## src/rtl/shift8_tx.sv

```systemverilog
// MSB-first serializer with SPI mode 0 style sck and full-duplex capture.
// Bits go out on sdo while sdi is shifted into the LSB of the same register.
module shift8_tx #(
    parameter int WIDTH = 8,
    parameter int DIV   = 2
) (
    input  logic             clk,
    input  logic             rst_n,
    input  logic [WIDTH-1:0] in,
    input  logic             load,
    input  logic             sdi,
    output logic             sdo,
    output logic             sck,
    output logic             busy,
    output logic             done,
    output logic [WIDTH-1:0] out
);

    localparam int CW = $clog2(WIDTH);
    localparam int DW = (DIV > 1) ? $clog2(DIV) : 1;

    localparam logic [0:0] S_IDLE  = 1'b0;
    localparam logic [0:0] S_SHIFT = 1'b1;

    localparam logic [DW-1:0] DIV_LAST = DW'(DIV - 1);
    localparam logic [CW-1:0] CNT_LAST = CW'(WIDTH - 1);

    logic [0:0]       state_q, state_d;
    logic [WIDTH-1:0] sr_q, sr_d;
    logic [CW-1:0]    cnt_q, cnt_d;
    logic [DW-1:0]    div_q, div_d;
    logic             smp_q, smp_d;
    logic             sdo_q, sdo_d;
    logic             sck_q, sck_d;
    logic             busy_q, busy_d;
    logic             done_q, done_d;
    logic [WIDTH-1:0] out_q, out_d;
    logic [WIDTH-1:0] sr_shift;

    assign sr_shift = {sr_q[WIDTH-2:0], smp_q};

    always_comb begin
        state_d = state_q;
        sr_d    = sr_q;
        cnt_d   = cnt_q;
        div_d   = div_q;
        smp_d   = smp_q;
        sdo_d   = sdo_q;
        sck_d   = sck_q;
        busy_d  = busy_q;
        done_d  = 1'b0;
        out_d   = out_q;
        unique case (state_q)
            S_IDLE: begin
                if (load) begin
                    state_d = S_SHIFT;
                    sr_d    = in;
                    cnt_d   = '0;
                    div_d   = '0;
                    sck_d   = 1'b0;
                    sdo_d   = in[WIDTH-1];
                    busy_d  = 1'b1;
                end
            end
            S_SHIFT: begin
                if (div_q == DIV_LAST) begin
                    div_d = '0;
                    sck_d = ~sck_q;
                    if (!sck_q) begin
                        smp_d = sdi;
                    end else begin
                        // falling edge: shift in the sample, present the next MSB
                        sr_d  = sr_shift;
                        sdo_d = sr_q[WIDTH-2];
                        cnt_d = cnt_q + CW'(1);
                        if (cnt_q == CNT_LAST) begin
                            out_d   = sr_shift;
                            state_d = S_IDLE;
                            busy_d  = 1'b0;
                            done_d  = 1'b1;
                            sdo_d   = 1'b0;
                            cnt_d   = '0;
                        end
                    end
                end else begin
                    div_d = div_q + DW'(1);
                end
            end
            default: begin
                state_d = S_IDLE;
            end
        endcase
    end

    always_ff @(posedge clk or negedge rst_n) begin
        if (!rst_n) begin
            state_q <= S_IDLE;
            sr_q    <= '0;
            cnt_q   <= '0;
            div_q   <= '0;
            smp_q   <= 1'b0;
            sdo_q   <= 1'b0;
            sck_q   <= 1'b0;
            busy_q  <= 1'b0;
            done_q  <= 1'b0;
            out_q   <= '0;
        end else begin
            state_q <= state_d;
            sr_q    <= sr_d;
            cnt_q   <= cnt_d;
            div_q   <= div_d;
            smp_q   <= smp_d;
            sdo_q   <= sdo_d;
            sck_q   <= sck_d;
            busy_q  <= busy_d;
            done_q  <= done_d;
            out_q   <= out_d;
        end
    end

    assign sdo  = sdo_q;
    assign sck  = sck_q;
    assign busy = busy_q;
    assign done = done_q;
    assign out  = out_q;

endmodule

```

## config.mk

```make
export PLATFORM = sky130hd
export DESIGN_NAME = shift8_tx
export DESIGN_NICKNAME = d
export VERILOG_FILES = /design/src/rtl/shift8_tx.sv
export SDC_FILE = /design/constraint.sdc
export NUM_CORES = 1
export LEC_CHECK = 0
export ABC_AREA = 1
export CORE_MARGIN = 2
export CORE_UTILIZATION = 35
export CTS_BUF_LIST = sky130_fd_sc_hd__clkbuf_4
export CTS_CLUSTER_DIAMETER = 30
export DETAILED_ROUTE_END_ITERATION = 8
export SLEW_MARGIN = 0
export SYNTH_ARGS = -nofsm -noshare
export SYNTH_HDL_FRONTEND = slang
export SYNTH_SLANG_ARGS = --single-unit
export TNS_END_PERCENT = 5
```

## constraint.sdc

```tcl
create_clock -name clk -period 1.59 [get_ports clk]
set_input_delay 0.159 -clock clk [delete_from_list [all_inputs] [get_ports clk]]
set_output_delay 0.159 -clock clk [all_outputs]
set_load 0.01 [all_outputs]
```

==> results.json, run 1 <==
{
  "status": "finished, final reports clean",
  "crit_family": "buffers and inverters",
  "synth.ff_latch_count": 25,
  "antenna_found_initial": 0,
  "synthCells": 139,
  "internal_power_w": 0.00130,
  "diodes": 0,
  "p_per_area_nw_per_um2": 1470,
  "clk_pin_slew_ns": 0.14,
  "ff2ff_path_depth": 6,
  "crit_cells": 1,
  "utilization_pct": 47.0,
  "switching_power_w": 0.000847,
  "worstSetupEndpoint": "sck",
  "power_frac_seq_pct": 46.7,
  "syn_area_per_cell_um2": 8.30,
  "synth_warnings": 0,
  "track_usage_pct": 14.6,
  "cts_sinks": 25,
  "nNetsFinal": 181,
  "combPwrFrac_pct": 39.4,
  "synth_edf_count": 0,
  "yosysMostFrequentCell": "nand2_1",
  "place_area_um2": 1430,
  "tns_ns": 0,
  "synth_compound_area_share_pct": 7.70,
  "rows": 20,
  "cts_tree": "yes",
  "htreeDepth": 1,
  "timing.rr.end": "out[3]",
  "gp_congestion": 0.768,
  "timing.fmax_ghz": 0.679,
  "ys.flop_type": "dfrtp_1",
  "drc": 0,
  "postCtsHoldBufs": 0,
  "cp.arrival_ns": 1.31,
  "clk_latency_ns": 0.32,
  "ctsResizeCount": 0,
  "synth-simple-area-share_pct": 31.0,
  "clkPwrFrac_pct": 13.9,
  "wl_per_cell_um": 11.4,
  "cp_slowest_stage_delay_ns": 0.56,
  "grt_pass1_vias": 858,
  "grt-ovfl-total": 0,
  "post-cts-setup-buffers": 0,
  "yosys-top-cells-area": "dfrtp_1 54%, nand2_1 25%, o21ai_0 4.3%",
  "synth_top_family_by_area": "simple AND/OR/NAND/NOR gates",
  "synth_area_um2": 1150,
  "dieHeight_um": 61.4,
  "first_iter_violations": 50,
  "start_util_pct": 37.2,
  "numCtsBuffers": 3,
  "crit_buf_inv": 1,
  "fin_skew_ns": 0.00171,
  "seq_area_frac_synth_pct": 54.2,
  "io_buffers": 23,
  "route.vias.total": 951,
  "largest_register_ff_count": 8,
  "synthDistinctLibCells": 17,
  "relSlewSlack_pct": 78.0,
  "min_period_ns": 1.47,
  "critPathLaunchType": "flip-flop",
  "synth.top_cell.area_share_pct": 54.2,
  "num_io_pins": 24,
  "synth_mux_area_share_pct": 0,
  "reg2reg_slack_ns": 0.18,
  "cts-root-buf": "clkbuf_4",
  "worstMarginPinSlew_ns": 0.328,
  "grt_max_degree": 26,
  "dpl.hpwl_mm": 1.73,
  "core_area_um2": 3100,
  "synthTopCellsByCount": "78 x nand2_1, 25 x dfrtp_1, 10 x o21ai_0, 5 x nor2_1",
  "cpMaxStageDelayCell": "clkdlybuf4s50_1",
  "crit_path_start": "sck",
  "period_share_pct": 92.6,
  "hold_viol_final": 0,
  "die_w_um": 61.4,
  "crit_type": "reg -> out",
  "leakage_nw": 0.732,
  "hold_path_class": "in -> async",
  "area_growth_syn_to_layout_pct": 26.5,
  "yosys.area_share.xor_xnor_pct": 0,
  "stdcell_area_um2": 1460,
  "maxCapViolCount": 0,
  "grt_pass1_wl_mm": 3.98,
  "synth_adder_area_share_pct": 3.25,
  "path_max_fanout": 5,
  "finalSetupViolations": 0,
  "clock_path_buffers": 2,
  "cp-end-kind": "primary output",
  "post_drt_via_cell_ratio": 4.55,
  "die_area_um2": 3770,
  "rsz0062_at_grt": "no",
  "syn_nets": 154,
  "switching_share_pct": 39.4,
  "finalMaxSlewViolations": 0,
  "crit_chain": "clkdlybuf4s50_1",
  "num-fill-cells": 334,
  "r2r_start": "cnt_q[0]",
  "ir_drop_v": 0.000594,
  "drt_pass1_iterations": 4,
  "ant_nets": 0,
  "drive_gt1_share_pct": 8.48,
  "drt_wl_total_mm": 2.39,
  "synth_top_cell_by_area": "dfrtp_1",
  "worst_ep_required_time_ns": 1.43,
  "async_flop_share_pct": 100
}
power groups by stage:
| stage | logic (W) | clock network [W] | registers (W) |
|---|---|---|---|
| global route | 0.000975 | 0.000341 | 0.00103 |
| CTS | 0.000860 | 0.000314 | 0.00100 |
| floorplan | 0.000568 | 0 | 0.00101 |
| finish | 0.000845 | 0.000299 | 0.00100 |
| detailed placement | 0.000855 | 0 | 0.00102 |
| global placement | 0.000842 | 0 | 0.00101 |
per-stage QoR:
| stage | power (W) | instances | hold WS, ns | worst slack [ns] |
|---|---|---|---|---|
| after floorplan | 0.00158 | 139 | -0.137 | 0.335 |
| after global placement | 0.00185 | 205 | 0.458 | 0.231 |
| after detailed placement | 0.00187 | 205 | 0.464 | 0.196 |
| after CTS | 0.00218 | 209 | 0.173 | 0.0955 |
| after global routing | 0.00234 | 209 | 0.188 | 0.0206 |
| final | 0.00215 | 209 | 0.169 | 0.118 |
cells in the final DEF (no fill, tap or decap), types with 2 or more instances in the layout:
| cell type | netlist | routed |
|---|---|---|
| o21ai_1 | 2 | 2 |
| dfrtp_1 | 25 | 25 |
| nor2_1 | 5 | 5 |
| nand2_1 | 78 | 78 |
| buf_4 | 0 | 3 |
| clkbuf_4 | 0 | 3 |
| ha_1 | 3 | 3 |
| nand2_2 | 3 | 3 |
| o21ai_0 | 10 | 10 |
| clkdlybuf4s50_1 | 0 | 23 |
| inv_1 | 2 | 2 |
cells by family (layout without fill, tap and decap cells):
logic type | after synthesis | count (layout)
simple gates | 89 | 89
flops | 25 | 25
compound gates | 15 | 15
buf+inv | 7 | 33
fa+ha+maj | 3 | 3
area by class of cell:
| cell class | count | area [µm²] | share of cell area (%) |
|---|---|---|---|
| clock buffer | 3 | 22.5 | 1.54 |
| clock inverter | 1 | 7.51 | 0.515 |
| inverter | 3 | 11.3 | 0.772 |
| multi-input combinational | 107 | 484 | 33.2 |
| sequential | 25 | 626 | 42.9 |
| tap | 44 | 55.1 | 3.77 |
| timing repair buffer | 26 | 253 | 17.3 |
worst min-delay path by stage:
stage	startpoint	end	slack, ns	depth (start not counted)
6_report	rst_n	busy	0.17	2
5_1_grt	rst_n	sr_q[3]	0.19	2
4_1_cts	rst_n	state_q	0.17	2
3_5_place_dp	busy	busy	0.46	2
3_3_place_gp	busy	busy	0.46	2
2_1_floorplan	rst_n	busy	-0.14	0
layer usage:
metal | track usage (%) | vias up | routed length [µm] | share of wire (%)
li1 | - | 489 | - | -
met1 | 20.5 | 435 | 1140 | 48
met2 | 22.2 | 23 | 1140 | 48
met3 | 1.89 | 4 | 70 | 2.9
met4 | 7.29 | 0 | 36 | 1.5
met5 | 0 | - | 0 | 0
worst register-to-register path, stage by stage, from the launching register on:
cell     delay, ns
dfrtp_1       0.43
ha_1          0.23
ha_1          0.18
nand2_1       0.24
nor2_4        0.12
nand2_1       0.08
nand2_1       0.05
Power figures use the tool's default switching activity.
==> inputs of run 2 (changes only) <==
--- a/config.mk
+++ b/config.mk
@@ -6,6 +6,7 @@
 export NUM_CORES = 1
 export LEC_CHECK = 0
 export ABC_AREA = 1
+export CAP_MARGIN = 40
 export CORE_MARGIN = 2
 export CORE_UTILIZATION = 35
 export CTS_BUF_LIST = sky130_fd_sc_hd__clkbuf_4
==> results of run 2 <==
The final DEF is identical to that of run 1; final timing and power are the same.
==> inputs of run 3 (changes only) <==
--- a/config.mk
+++ b/config.mk
@@ -12,8 +12,9 @@
 export CTS_BUF_LIST = sky130_fd_sc_hd__clkbuf_4
 export CTS_CLUSTER_DIAMETER = 30
 export DETAILED_ROUTE_END_ITERATION = 8
+export RECOVER_POWER = 50
 export SLEW_MARGIN = 0
 export SYNTH_ARGS = -nofsm -noshare
 export SYNTH_HDL_FRONTEND = slang
 export SYNTH_SLANG_ARGS = --single-unit
-export TNS_END_PERCENT = 5
+export TNS_END_PERCENT = 100
==> run 3 against run 2 <==
Against the previous run:
- power shrank 0.49%
- first-iteration DRC count did not move
- sequential share of layout area grew 0.15 points
- combinational power shrank 1%
- hold slack better by 0.17 ns
- sequential power is essentially flat
- register-to-register slack about the same
- final area decreased by 0.34%
- non-clock buffer count stayed put
- cell count unchanged
- critical endpoint unchanged
- highest routed layer unchanged
==> results.json, run 3 (synthesis gave the netlist of run 1 again) <==
{
  "clk_latency_ns": 0.33,
  "timing.fmax_ghz": 0.678,
  "ir_drop_v": 0.000585,
  "leakage_nw": 0.735,
  "switching_share_pct": 39.3,
  "wl_per_cell_um": 11.2,
  "crit_family": "buffers and inverters",
  "fin_skew_ns": 0.00334,
  "cpMaxStageDelayCell": "clkdlybuf4s50_1",
  "diodes": 0,
  "grt_pass1_wl_mm": 3.98,
  "ctsResizeCount": 0,
  "grt-ovfl-total": 0,
  "first_iter_violations": 50,
  "r2r_start": "cnt_q[0]",
  "post-cts-setup-buffers": 0,
  "final_cell_mix": "79 x nand2_1, 25 x dfrtp_1, 22 x clkdlybuf4s50_1",
  "num_io_pins": 24,
  "finalSetupViolations": 0,
  "stdcell_area_um2": 1450,
  "power_frac_seq_pct": 46.8,
  "post_drt_via_cell_ratio": 4.56,
  "clock_path_buffers": 2,
  "dieHeight_um": 61.4,
  "tns_ns": 0,
  "path_max_fanout": 5,
  "largest_register_ff_count": 8,
  "nNetsFinal": 181,
  "rows": 20,
  "p_per_area_nw_per_um2": 1470,
  "finalMaxSlewViolations": 0,
  "drt_pass1_iterations": 4,
  "die_w_um": 61.4,
  "dpl.hpwl_mm": 1.73,
  "cp.arrival_ns": 1.32,
  "start_util_pct": 37.2,
  "cts_tree": "yes",
  "maxCapViolCount": 0,
  "ant_nets": 0,
  "crit_type": "reg -> out",
  "crit_buf_inv": 1,
  "gp_congestion": 0.768,
  "combPwrFrac_pct": 39.1,
  "area_growth_syn_to_layout_pct": 26.0,
  "multi_input_area_um2": 482,
  "status": "finished, final reports clean",
  "drt_wl_total_mm": 2.35,
  "cts_sinks": 25,
  "relSlewSlack_pct": 59.3,
  "cp-end-kind": "primary output",
  "worst_ep_required_time_ns": 1.43,
  "grt_max_degree": 26,
  "numCtsBuffers": 3,
  "critPathLaunchType": "flip-flop",
  "htreeDepth": 1,
  "track_usage_pct": 14.6,
  "setup_slack_ns": 0.115,
  "core_area_um2": 3100,
  "place_area_um2": 1430,
  "hold_path_class": "in -> async",
  "period_share_pct": 92.8,
  "min_period_ns": 1.47,
  "switching_power_w": 0.000841,
  "grt_pass1_vias": 858,
  "die_area_um2": 3770,
  "crit_chain": "clkdlybuf4s50_1",
  "clkPwrFrac_pct": 14.1,
  "drc": 0,
  "rsz0062_at_grt": "no",
  "reg2reg_slack_ns": 0.17,
  "drive_gt1_share_pct": 7.27,
  "cp_slowest_stage_delay_ns": 0.56,
  "crit_path_start": "sck",
  "cts-root-buf": "clkbuf_4",
  "internal_power_w": 0.00130,
  "hold_viol_final": 0,
  "dp_slack_ns": 0.196,
  "num-fill-cells": 334,
  "final-seq-area_um2": 626,
  "whs_ns": 0.341,
  "io_buffers": 23,
  "clk_pin_slew_ns": 0.15,
  "route.vias.total": 954,
  "worstMarginPinSlew_ns": 0.611,
  "mostFrequentLayoutCell": "nand2_1",
  "postCtsHoldBufs": 0,
  "antenna_found_initial": 0
}
==> run 3: worst paths after layout <==
check / to / depth (start not counted)
worst max-delay path: sck / 1
worst min-delay path: busy / 2
worst max register to register: out[3] / 6
worst min register to register: busy / 2
max in group asynchronous: out[7] / 2
min in group clk: smp_q / 3
==> run 3: metrics by stage <==
step	instances	util (%)	power (W)
after global routing	209	46.9	0.00234
after global placement	205	46.0	0.00185
after detailed placement	205	46.0	0.00187
after floorplan	139	-	0.00158
after CTS	209	47.0	0.00218
final	209	46.9	0.00214
==> run 3: layout make-up <==
class / instances / area share (%)
Sequential cell: 25 / 43.0
Timing Repair Buffer: 26 / 17.2
Clock inverter: 1 / 0.516
Clock buffer: 3 / 1.55
Multi-Input combinational cell: 107 / 33.1
Inverter: 3 / 0.775
Tap cell: 44 / 3.79
==> run 3: per-layer routing <==
metal / global-route usage, % / part of all wire, % / vias to the layer above
met1: 20.5 / 48 / 440
li1: - / - / 489
met3: 1.89 / 2.9 / 4
met2: 22.2 / 47 / 21
met5: 0 / 0 / -
met4: 7.29 / 1.7 / 0
==> run 3: power by group through the flow <==
| stage | combinational [W] | sequential, W | clock [W] |
|---|---|---|---|
| after global placement | 0.000842 | 0.00101 | 0 |
| after detailed placement | 0.000855 | 0.00102 | 0 |
| final | 0.000836 | 0.00100 | 0.000302 |
| after CTS | 0.000860 | 0.00100 | 0.000314 |
| after global routing | 0.000971 | 0.00103 | 0.000341 |
| after floorplan | 0.000568 | 0.00101 | 0 |
